==> src/rtl/jts16_gfx_arb.sv <==
// jts16_gfx_arb: shares one SDRAM read channel among the six video-layer ROM
// fetch ports (char, map1, scr1, map2, scr2, obj).
//   clk, rst_n        : clock, asynchronous active-low reset
//   <x>_cs/<x>_addr   : client read request (level) and word address
//   <x>_ok/<x>_data   : cached data valid for the current address, cached data
//   sdram_req/addr    : read request to the controller, held until sdram_ack
//   sdram_ack/dst/data: request accepted, one-cycle data strobe, read data
// Each client keeps a one-entry cache (address, data, valid), so repeated reads
// of the same address cost nothing. Misses are served round-robin.
module jts16_gfx_arb #(
  parameter logic [21:0] CHAR_OFFSET = 22'h00000,
  parameter logic [21:0] MAP1_OFFSET = 22'h10000,
  parameter logic [21:0] SCR1_OFFSET = 22'h20000,
  parameter logic [21:0] MAP2_OFFSET = 22'h10000,
  parameter logic [21:0] SCR2_OFFSET = 22'h20000,
  parameter logic [21:0] OBJ_OFFSET  = 22'h80000
) (
  input  logic        clk,
  input  logic        rst_n,
  input  logic        char_cs,
  input  logic        map1_cs,
  input  logic        scr1_cs,
  input  logic        map2_cs,
  input  logic        scr2_cs,
  input  logic        obj_cs,
  input  logic [12:0] char_addr,
  input  logic [13:0] map1_addr,
  input  logic [16:0] scr1_addr,
  input  logic [13:0] map2_addr,
  input  logic [16:0] scr2_addr,
  input  logic [17:0] obj_addr,
  output logic        char_ok,
  output logic        map1_ok,
  output logic        scr1_ok,
  output logic        map2_ok,
  output logic        scr2_ok,
  output logic        obj_ok,
  output logic [31:0] char_data,
  output logic [15:0] map1_data,
  output logic [31:0] scr1_data,
  output logic [15:0] map2_data,
  output logic [31:0] scr2_data,
  output logic [15:0] obj_data,
  output logic        sdram_req,
  output logic [21:0] sdram_addr,
  input  logic        sdram_ack,
  input  logic        sdram_dst,
  input  logic [31:0] sdram_data
);
  localparam int N = 6;

  typedef enum logic [1:0] {IDLE, REQ, WAIT} st_t;

  // client index order: 0 char, 1 map1, 2 scr1, 3 map2, 4 scr2, 5 obj
  logic [N-1:0]        cs;
  logic [N-1:0][17:0]  addr;
  logic [N-1:0][21:0]  offs;

  assign cs   = {obj_cs, scr2_cs, map2_cs, scr1_cs, map1_cs, char_cs};
  assign addr[0] = {5'd0, char_addr};
  assign addr[1] = {4'd0, map1_addr};
  assign addr[2] = {1'd0, scr1_addr};
  assign addr[3] = {4'd0, map2_addr};
  assign addr[4] = {1'd0, scr2_addr};
  assign addr[5] = obj_addr;
  assign offs = {OBJ_OFFSET, SCR2_OFFSET, MAP2_OFFSET, SCR1_OFFSET, MAP1_OFFSET, CHAR_OFFSET};

  st_t                st_q;
  logic [N-1:0]       valid_q;
  logic [N-1:0][17:0] la_q;     // cached address per client
  logic [N-1:0][31:0] ld_q;     // cached data per client
  logic [2:0]         gnt_q;    // client owning the transaction in flight
  logic [2:0]         last_q;   // last client served, round-robin pointer
  logic [17:0]        fa_q;     // client address latched at grant
  logic               req_q;
  logic [21:0]        sa_q;

  logic [N-1:0] hit, pend;
  logic [2:0]   gnt_d;
  logic         any_d;
  logic [3:0]   rr_s;
  logic         fill_d;

  always_comb begin
    for (int i = 0; i < N; i++) hit[i] = valid_q[i] & (addr[i] == la_q[i]);
  end
  assign pend = cs & ~hit;

  // Scan from last_q+N down to last_q+1 so the nearest pending client after
  // the previous grant is the one left in gnt_d.
  always_comb begin
    gnt_d = last_q;
    any_d = 1'b0;
    rr_s  = 4'd0;
    for (int k = N; k >= 1; k--) begin
      rr_s = {1'b0, last_q} + 4'(k);
      if (rr_s >= 4'(N)) rr_s = rr_s - 4'(N);
      if (pend[rr_s[2:0]]) begin
        gnt_d = rr_s[2:0];
        any_d = 1'b1;
      end
    end
  end

  // dst is only meaningful once the request was accepted (same-cycle ack ok)
  assign fill_d = ((st_q == REQ) & sdram_ack & sdram_dst) | ((st_q == WAIT) & sdram_dst);

  always_ff @(posedge clk or negedge rst_n) begin
    if (!rst_n) begin
      st_q    <= IDLE;
      valid_q <= '0;
      la_q    <= '0;
      ld_q    <= '0;
      gnt_q   <= 3'd0;
      last_q  <= 3'd5;
      fa_q    <= '0;
      req_q   <= 1'b0;
      sa_q    <= '0;
    end else begin
      case (st_q)
        IDLE: if (any_d) begin
          gnt_q          <= gnt_d;
          fa_q           <= addr[gnt_d];
          sa_q           <= offs[gnt_d] + {4'd0, addr[gnt_d]};
          req_q          <= 1'b1;
          // entry is about to be overwritten: never let it hit in between
          valid_q[gnt_d] <= 1'b0;
          st_q           <= REQ;
        end
        REQ: if (sdram_ack) begin
          req_q <= 1'b0;
          st_q  <= sdram_dst ? IDLE : WAIT;
        end
        WAIT: if (sdram_dst) st_q <= IDLE;
        default: st_q <= IDLE;
      endcase
      if (fill_d) begin
        valid_q[gnt_q] <= 1'b1;
        la_q[gnt_q]    <= fa_q;
        ld_q[gnt_q]    <= sdram_data;
        last_q         <= gnt_q;
      end
    end
  end

  assign {obj_ok, scr2_ok, map2_ok, scr1_ok, map1_ok, char_ok} = hit & cs;
  assign char_data  = ld_q[0];
  assign map1_data  = ld_q[1][15:0];
  assign scr1_data  = ld_q[2];
  assign map2_data  = ld_q[3][15:0];
  assign scr2_data  = ld_q[4];
  assign obj_data   = ld_q[5][15:0];
  assign sdram_req  = req_q;
  assign sdram_addr = sa_q;

  logic unused_hi;
  assign unused_hi = ^{ld_q[1][31:16], ld_q[3][31:16], ld_q[5][31:16]};
endmodule

==> config.mk <==
export PLATFORM = sky130hd
export DESIGN_NAME = jts16_gfx_arb
export DESIGN_NICKNAME = d
export VERILOG_FILES = /design/src/rtl/jts16_gfx_arb.sv
export SDC_FILE = /design/constraint.sdc
export NUM_CORES = 1
export LEC_CHECK = 0
export CORE_ASPECT_RATIO = 0.9
export CORE_UTILIZATION = 50
export DETAILED_ROUTE_END_ITERATION = 12
export DONT_BUFFER_PORTS = 1
export SLEW_MARGIN = 20
export SYNTH_ARGS = -nofsm -noshare
export SYNTH_HDL_FRONTEND = slang
export SYNTH_SLANG_ARGS = --single-unit
==> constraint.sdc <==
create_clock -name clk -period 11.4 [get_ports clk]
set_clock_uncertainty 0.2 [all_clocks]
set_input_delay 1.14 -clock clk [delete_from_list [all_inputs] [get_ports clk]]
set_output_delay 1.14 -clock clk [all_outputs]
set_load 0.1 [all_outputs]
==> reports/metrics.cfg <==
[run_status]
status=finished clean

[drt]
wl_per_cell_um=26.22
first_iter_violations=711
remaining_drc_errors=0
ant_nets=0
drtPass1Iterations=5
num_vias=8852
vias_per_cell=6.134
totalWireLength_mm=37.83

[setup_path]
crit_fanout=34
crit_type=register to register
start_kind=register
regToRegSetupSlack_ns=5.59
r2r_end=sdram_addr[17]
required_ns=11.64
worstPathArrival_ns=6.05
crit_path_end_kind=register
reg2reg_from=last_q[0]
reg2reg_depth=16

[layout]
fin_nets=1214
fill_cells=2316
diodes=0
area_growth_pct=10.09
drive_above_1_share_pct=33.24

[clock_tree]
holdBufCountCts=0
clockBufferDepth=3
root_buffer=clkbuf_16
post_cts_buffers=0
htreeDepth=1
cts_resized=0
clk_pin_slew_ns=0.06
cts_sinks=289
clkLatencyLatePin_ns=0.58
cts_tree=yes
cts_buffers=30

[synth]
synth-main-ff-cell=dfrtp_1
synth_warnings=0
ys_types=73
synth_edf_count=0
yosys.area.top_type=dfrtp_1
synth.ff_latch_count=289
synth_top_area_share_pct=51.38
avgSynthCellArea_um2=12.87
async_flop_share_pct=100.0
syn-instance-count=1086
seq_area_frac_synth_pct=51.76
synth_area_mm2=0.01398
synthTopCellsByArea=dfrtp_1 51%, mux2_2 21%, xnor2_1 4.5%

[floorplanning]
die_h_um=160.6
dieArea_mm2=0.02863
ios=308
fp.dieW_um=178.2
row_count=57
core_area_mm2=0.02724
start_util_pct=51.30

[worst_hold_path]
hp-class=primary input to asynchronous set/reset pin

[sta]
finalSetupTns_ns=0
timing.fmax_mhz=172.1
slew_headroom_pct=23.67
setup_violations=0
min_period_ns=5.811
slew_violations=0
hold_viol_final=0
post-route-period-util_pct=50.98
tightest_slew_ns=1.145
rsz0062_at_grt=false

[grt]
grt_overflow=0
grt_max_degree=290
grt_first_pass_wirelength_mm=56.86
grt_use_total_pct=26.52
grt_pass1_vias=9012
antenna_found_initial=0

[placed_design]
gp_congestion=0.9039
dpl.hpwl_mm=26.59
portBuffers=0

[flow_run]
max_cap_viol_count=0

## cell families (layout without fill, tap and decap cells)
kind of cell               Yosys count  count (layout)  share of synthesized area, %
other                                1               2                       0.02683
AOI/OAI and AO/OA                  126             126                         6.768
xor gates and xnor gates            98              98                         6.195
muxes                              303             303                         24.20
and+or+nand+nor                    167             167                         6.830
buffers and inverters               90              92                         3.097
adders and majority gates           12              12                         1.128
DFF                                289             289                         51.76
## worst max-delay path by stage
| stage | start | to | slack, ns | cells after the start |
|---|---|---|---|---|
| global placement | scr2_addr[10] | sdram_addr[17] | 5.48 | 15 |
| CTS | last_q[0] | sdram_addr[17] | 5.62 | 16 |
| floorplan | char_addr[6] | char_ok | 4.93 | 5 |
| finish | last_q[0] | sdram_addr[17] | 5.59 | 16 |
| detailed placement | scr2_addr[6] | sdram_addr[17] | 5.61 | 15 |
| global route | last_q[0] | sdram_addr[17] | 5.17 | 16 |
## registers in the layout (all words and copies together) (netlist names)
| name | flops |
|---|---|
| map2_data | 16 |
| sdram_req | 1 |
| valid_q | 6 |
| sdram_addr | 4 |
| gnt_q | 3 |
| scr2_data | 32 |
| map1_data | 16 |
| char_data | 32 |
| last_q | 3 |
| fa_q | 18 |
| st_q | 2 |
| scr1_data | 32 |
| obj_data | 16 |
| la_q | 108 |
## cells in the mapped netlist, drive strengths merged, types with 11 or more instances
cell type	count
mux2i	45
a2bb2oi	15
xor2	25
o21ai	27
inv	17
nand4	24
o211ai	20
mux2	256
dfrtp	287
xnor2	73
or4	17
nor2	17
clkbuf	37
buf	36
nand3	13
nand2	40
ha	11
nor4	14
## cells in the final DEF (no fill, tap or decap), types with 15 or more instances in the layout
| master | count |
|---|---|
| a2bb2oi_1 | 15 |
| buf_4 | 19 |
| clkbuf_16 | 30 |
| dfrtp_1 | 285 |
| inv_1 | 17 |
| mux2_2 | 256 |
| mux2i_1 | 45 |
| nand2_1 | 38 |
| nand4_1 | 24 |
| nor2_1 | 15 |
| o211ai_1 | 20 |
| o21ai_0 | 24 |
| or4_1 | 15 |
| xnor2_1 | 72 |
| xor2_1 | 25 |
## metrics by stage
step           area [um2]  hold WS, ns  cells  utilization (%)  setup slack (ns)
6_report            15390      0.07941   1443            56.48             5.589
5_1_grt             15390      0.06235   1443            56.48             5.167
4_1_cts             15380      0.04006   1443            56.45             5.617
3_5_place_dp        14300       0.2731   1389            52.50             5.610
3_3_place_gp        14300       0.2613   1389            52.50             5.476
2_1_floorplan       13980       0.2496   1087                -             4.930
## per-layer routing
layer / wire [um] / vias up / GRT usage, % / part of all wire, %
met5: 0 / - / 0 / 0
met4: 766 / 0 / 6.741 / 2.0
met3: 4048 / 46 / 8.499 / 11
met2: 16790 / 349 / 39.49 / 44
met1: 16230 / 4557 / 37.49 / 43
li1: - / 3900 / - / -
## worst max-delay path: stages, from the launching register on
cell	delay (ns)
dfstp_2	0.91
inv_1	0.41
ha_1	0.80
nand2b_1	0.13
a221oi_2	0.38
nor2_1	0.06
mux2_2	0.28
a21o_1	0.23
o31ai_1	0.32
nand3_2	0.11
buf_4	0.32
and2_1	0.26
a22oi_1	0.21
o21ai_0	0.12
ha_1	0.22
fa_1	0.43
mux2_2	0.27
## final cells by class
class	instances	area, um2	area share (%)
clock buffer	41	872.1	5.668
clock inverter	13	203.9	1.325
inverter	17	63.81	0.4147
multi-input combinational	708	6370	41.40
sequential	289	7237	47.03
tap	354	442.9	2.879
timing repair buffer	21	197.7	1.285
Power is left out: the tool's default activity adds up to more than one toggle a clock period on the data nets, which glitch-free logic cannot reach.
